$ cat config.mk
export PLATFORM = sky130hd
export DESIGN_NAME = pulse_seq_ctrl
export DESIGN_NICKNAME = d
export VERILOG_FILES = /design/src/rtl/pulse_seq_ctrl.sv
export SDC_FILE = /design/constraint.sdc
export NUM_CORES = 1
export LEC_CHECK = 0
export ABC_CLOCK_PERIOD_IN_PS = 3400
export CORE_MARGIN = 2
export CORE_UTILIZATION = 40
export DETAILED_ROUTE_END_ITERATION = 8
export GPL_TIMING_DRIVEN = 0
export SLEW_MARGIN = 20
export SYNTH_ARGS = -nofsm -noshare
export SYNTH_HDL_FRONTEND = slang
export SYNTH_SLANG_ARGS = --single-unit
$ cat constraint.sdc
create_clock -name clk -period 3.4 [get_ports clk]
set_input_delay 1.02 -clock clk [delete_from_list [all_inputs] [get_ports clk]]
set_output_delay 1.02 -clock clk [all_outputs]
set_load 0.01 [all_outputs]
$ cat src/rtl/pulse_seq_ctrl.sv
// pulse_seq_ctrl: turns a push-button request into a tick-aligned output pulse of HIGH_TICKS ticks
// Ports:
//   clk    - system clock, all state updates on posedge
//   reset  - synchronous, active-low reset
//   en     - prescaler enable; 0 freezes the prescaler, so no ticks occur
//   b      - button request, active-high, asynchronous to clk
//   x      - output pulse, high only in ACTIVE
//   busy   - high whenever the FSM is not IDLE
//   done   - one-cycle pulse on entry to RELEASE
//   state  - current FSM state encoding (IDLE=00, WAIT_TICK=01, ACTIVE=10, RELEASE=11)
module pulse_seq_ctrl #(
    parameter int TICK_BITS  = 25,
    parameter int CNT_W      = 8,
    parameter int HIGH_TICKS = 3
) (
    input  logic       clk,
    input  logic       reset,
    input  logic       en,
    input  logic       b,
    output logic       x,
    output logic       busy,
    output logic       done,
    output logic [1:0] state
);
    localparam logic [1:0] IDLE      = 2'b00;
    localparam logic [1:0] WAIT_TICK = 2'b01;
    localparam logic [1:0] ACTIVE    = 2'b10;
    localparam logic [1:0] RELEASE   = 2'b11;
    localparam logic [CNT_W-1:0] LAST = CNT_W'(HIGH_TICKS - 1);

    logic                 b_s1_q, b_s2_q, b_prev_q;
    logic [TICK_BITS-1:0] presc_q, presc_d;
    logic [CNT_W-1:0]     cnt_q, cnt_d;
    logic [1:0]           state_q, state_d;
    logic                 done_q, done_d;
    logic                 rise, tick;

    assign rise    = b_s2_q & ~b_prev_q;
    assign tick    = en & (&presc_q);
    assign presc_d = en ? presc_q + TICK_BITS'(1) : presc_q;

    always_comb begin
        state_d = state_q;
        cnt_d   = cnt_q;
        done_d  = 1'b0;
        case (state_q)
            IDLE:      state_d = rise ? WAIT_TICK : IDLE;
            WAIT_TICK: begin
                // Pulse start is aligned to a tick boundary
                if (tick) begin
                    state_d = ACTIVE;
                    cnt_d   = '0;
                end
            end
            ACTIVE: begin
                if (tick) begin
                    if (cnt_q == LAST) begin
                        state_d = RELEASE;
                        done_d  = 1'b1;
                    end else begin
                        cnt_d = cnt_q + CNT_W'(1);
                    end
                end
            end
            default:   state_d = b_s2_q ? RELEASE : IDLE; // wait for button release so a held press never retriggers
        endcase
    end

    always_ff @(posedge clk) begin
        if (!reset) begin
            b_s1_q   <= 1'b0;
            b_s2_q   <= 1'b0;
            b_prev_q <= 1'b0;
            presc_q  <= '0;
            cnt_q    <= '0;
            state_q  <= IDLE;
            done_q   <= 1'b0;
        end else begin
            b_s1_q   <= b;
            b_s2_q   <= b_s1_q;
            b_prev_q <= b_s2_q;
            presc_q  <= presc_d;
            cnt_q    <= cnt_d;
            state_q  <= state_d;
            done_q   <= done_d;
        end
    end

    assign x     = (state_q == ACTIVE);
    assign busy  = (state_q != IDLE);
    assign done  = done_q;
    assign state = state_q;
endmodule

==> impl_results.md, run 1 <==
- CP startpoint kind: flop
- Slew Limit Fails: 0
- Clock slew at reported path FFs: 0.08 ns
- Cell area after synthesis: 0.001927 mm²
- Setup crit start: state[0]$_SDFFE_PN0P_
- Outcome: finished, final reports clean
- Remaining DRCs: 0
- Initial antenna violation count: 0
- Postcts setup bufs: 0
- Final Hold Viols: 0
- Syn avg cell area: 8.798 µm²
- Crit-path leading delay family: buffers and inverters
- # IOs: 9
- Reg2reg start: state[0]$_SDFFE_PN0P_
- Area after DPL: 0.002064 mm²
- Unrepaired setup endpoints after global routing: no
- Worst vdd ir: 0.0003169 V
- Post-synthesis sequential area ratio: 40.52%
- Worst path bufs/invs: 2
- Highest clock rate: 0.3721 GHz
- Gpl congestion: 0.7945
- Max Cap Viol: 0
- Worst path arrival time: between 1.5 and 2 ns
- Setup TNS: 0 ns
- CTS Buffer Depth: 2
- Area leader, netlist: dfxtp_1
- Die Wd: roughly 73 µm
- Worst path cell trace: inv_1, ha_1, clkdlybuf4s50_1
- Number of synthesized flops with an enable pin: 0
- Layout cells sized above 1: slightly below 8%
- PwrDens: ~460 mW/mm²
- Share of the synthesized area in the top cell type: 40.52%
- Fillcell total: roughly 470
- Final net count: roughly 240
- Largest net degree at the start of global routing: 14
- First-pass GRT wire length: 6499 µm
- Core area: 0.004692 mm²
- Kind of end point of the critical path: primary output
- Netlist cell types: 44
- Remaining Overflow, GRT: 0
- Routed length per instance: between 10 and 15 µm
- All-Layer GR Usage: 15.13%
- Async set or reset register ratio after synthesis: 0%
- Worst Skew: 0.01049 ns
- Cell count after synthesis: 219
- Final setup fails: 0
- CTS tree: done
- Slowest stage delay, CP: approximately 0.60 ns
- Hold Crit Class: reg -> reg
- Post-route ant nets: 0
- Cts hold-fix bufs: 0
- Fin crit share: 79.04%
- Die area: between 0.005 and 0.006 mm²
- CTS H-tree lvls: 2
- Hold Crit Start: b_s1_q$_SDFF_PN0_
- Clock tree root driver cell: clkbuf_8
- FP Rows: 25
- Ys flop type: dfxtp_1
- Fin area: 0.002163 mm²
- Cts repair resizes: 0
- Leak Pwr: 0.8441 nW
- Vias per inst: between 5 and 6
- Worst slew pin tran: 0.6403 ns
- Area growth from synthesis to layout: 12.27%
- Port Buffers: 7
- Detail Placement HPWL: 2525 µm
- Initial drt markers: 92
- CTS Buf Count: 5
- Die Ht: between 70 and 80 µm
- Sinks on Clock Net: 39
- Starting Density: 41.07%
- DR vias: approximately 1.5k
- Final WL: 3557 µm
- Critical Path RT: around 2.4 ns
- Antenna Cells: 0
- Kind of critical path: reg -> out
- DR pass1 iterations: 4
- Syn_nets: 230
- Fin crit period: approximately 2.7 ns
- Worst path slowest cell: clkdlybuf4s50_1
- Dominant cells by area after synthesis: dfxtp_1 41%, xor2_1 9.1%, nor2_1 6.0%, ha_1 4.5%, nand4_1 4.5%
- Max-slew headroom: 57.16%
- Yosys warnings: 0
- Worst-Skew Late Latency: 0.29 ns
- Vias in the first global route: approximately 1.4k
- FF+latch count, synth: 39
- CP max FO: 8
==> cell families after synthesis <==
logic type / count (synthesis) / synth area share (%)
adders and majority gates: 7 / 4.545
and+or+nand+nor: 97 / 27.47
xor gates and xnor gates: 23 / 10.45
muxes: 2 / 1.039
DFF: 39 / 40.52
AOI/OAI and AO/OA: 30 / 11.10
buffers and inverters: 21 / 4.870
==> synth_stat cells, types with 2 or more instances <==
cell,number
a31oi_1,4
a21oi_1,3
a21o_1,2
nor4_1,4
nor3_1,2
clkbuf_1,5
o21ai_0,5
nand4_1,14
nand2_1,7
inv_1,10
buf_2,3
o311a_1,2
o31ai_1,3
dfxtp_1,39
and2_1,7
nor2_1,31
o311ai_0,3
mux2i_1,2
nand3_1,13
xor2_1,20
xnor2_1,3
and3_1,8
ha_1,7
and4_1,2
==> placed cells by master, fill, tap and decap left out, drive strengths merged <==
cell type and n:
o311a 2, and2 7, and3 8, o31ai 3, o32ai 1, xnor2 3
or4 1, nor2 31, o21ai 6, a32oi 1, a22oi 1, nand3 13
nor4 4, a221oi 1, a21o 2, nor3 4, o211ai 1, mux2i 2
nand2 7, clkdlybuf4s50 7, o311ai 3, xor2 20, o41a 1, inv 10
and4 4, a31oi 4, o21a 1, ha 7, nand4 15, nand3b 1
dfxtp 39, nand2b 1, buf 5, clkbuf 11, a21oi 3, or3 1
clkinvlp 1, clkinv 2
==> area by class of cell <==
| cell class | instances | area, µm² | share of cell area, % |
|---|---|---|---|
| Buffer | 10 | 52.55 | 2.429 |
| Clock buffer | 6 | 82.58 | 3.817 |
| Clock inverter | 2 | 16.27 | 0.7519 |
| Inverter | 11 | 41.29 | 1.909 |
| Multi-Input combinational cell | 159 | 1052 | 48.64 |
| Sequential cell | 39 | 780.7 | 36.09 |
| Tap cell | 54 | 67.56 | 3.123 |
| Timing Repair Buffer | 7 | 70.07 | 3.239 |
==> registers in the layout, indices dropped and copies added, names as in the netlist <==
name / count
b_s1_q: 1
state: 2
b_s2_q: 1
presc_q: 25
done: 1
cnt_q: 8
b_prev_q: 1
==> where the power goes <==
part	leakage [nW]	switching (mW)	total (mW)	internal, mW
logic	0.482	0.115	0.188	0.0727
clock network	0.0474	0.164	0.329	0.165
registers	0.315	0.0116	0.479	0.467
==> final timing paths <==
kind,to,slack (ns),cells past startpoint
worst max-delay path,x,0.71,3
worst min-delay path,b_s2_q$_SDFF_PN0_,0.44,1
worst max register to register,cnt_q[4]$_SDFFE_PN0P_,1.28,6
worst min register to register,b_s2_q$_SDFF_PN0_,0.44,1
==> stage by stage <==
stage	hold WS [ns]	setup slack (ns)	utilization, %	instances	power (mW)
floorplan	0.4119	1.106	-	219	0.6094
global placement	0.4155	0.6860	44.00	280	0.6791
detailed placement	0.4265	0.6883	44.00	280	0.6792
CTS	0.4464	0.6990	46.11	288	1.009
global route	0.4943	0.6404	46.11	288	1.054
finish	0.4403	0.7127	46.11	288	0.9961
==> per-layer routing <==
metal / up-vias / track usage [%] / wire length, µm
met4: 0 / 4.242 / 38
met2: 16 / 23.62 / 1565
met3: 5 / 3.704 / 102
met5: - / 0 / 0
li1: 804 / - / -
met1: 686 / 20.79 / 1851
No activity file was read; power rests on OpenSTA's default activity.
==> run 2, diff against run 1 <==
- ABC_CLOCK_PERIOD_IN_PS: 3400 -> 2700
- clock period: 3.4 -> 2.7 ns (I/O delays scaled with it)
==> results of run 2 <==
Same layout as run 1 (identical final DEF). Status: finished, final reports clean.
Among the figures that moved: setup slack after placement 0.6883 ns -> 0.1983 ns; setup slack after layout 0.7127 ns -> 0.2227 ns; register-to-register setup slack 1.28 ns -> 0.58 ns; total power 0.9961 mW -> 1.254 mW; worst IR drop on VDD 0.0003169 V -> 0.0003990 V
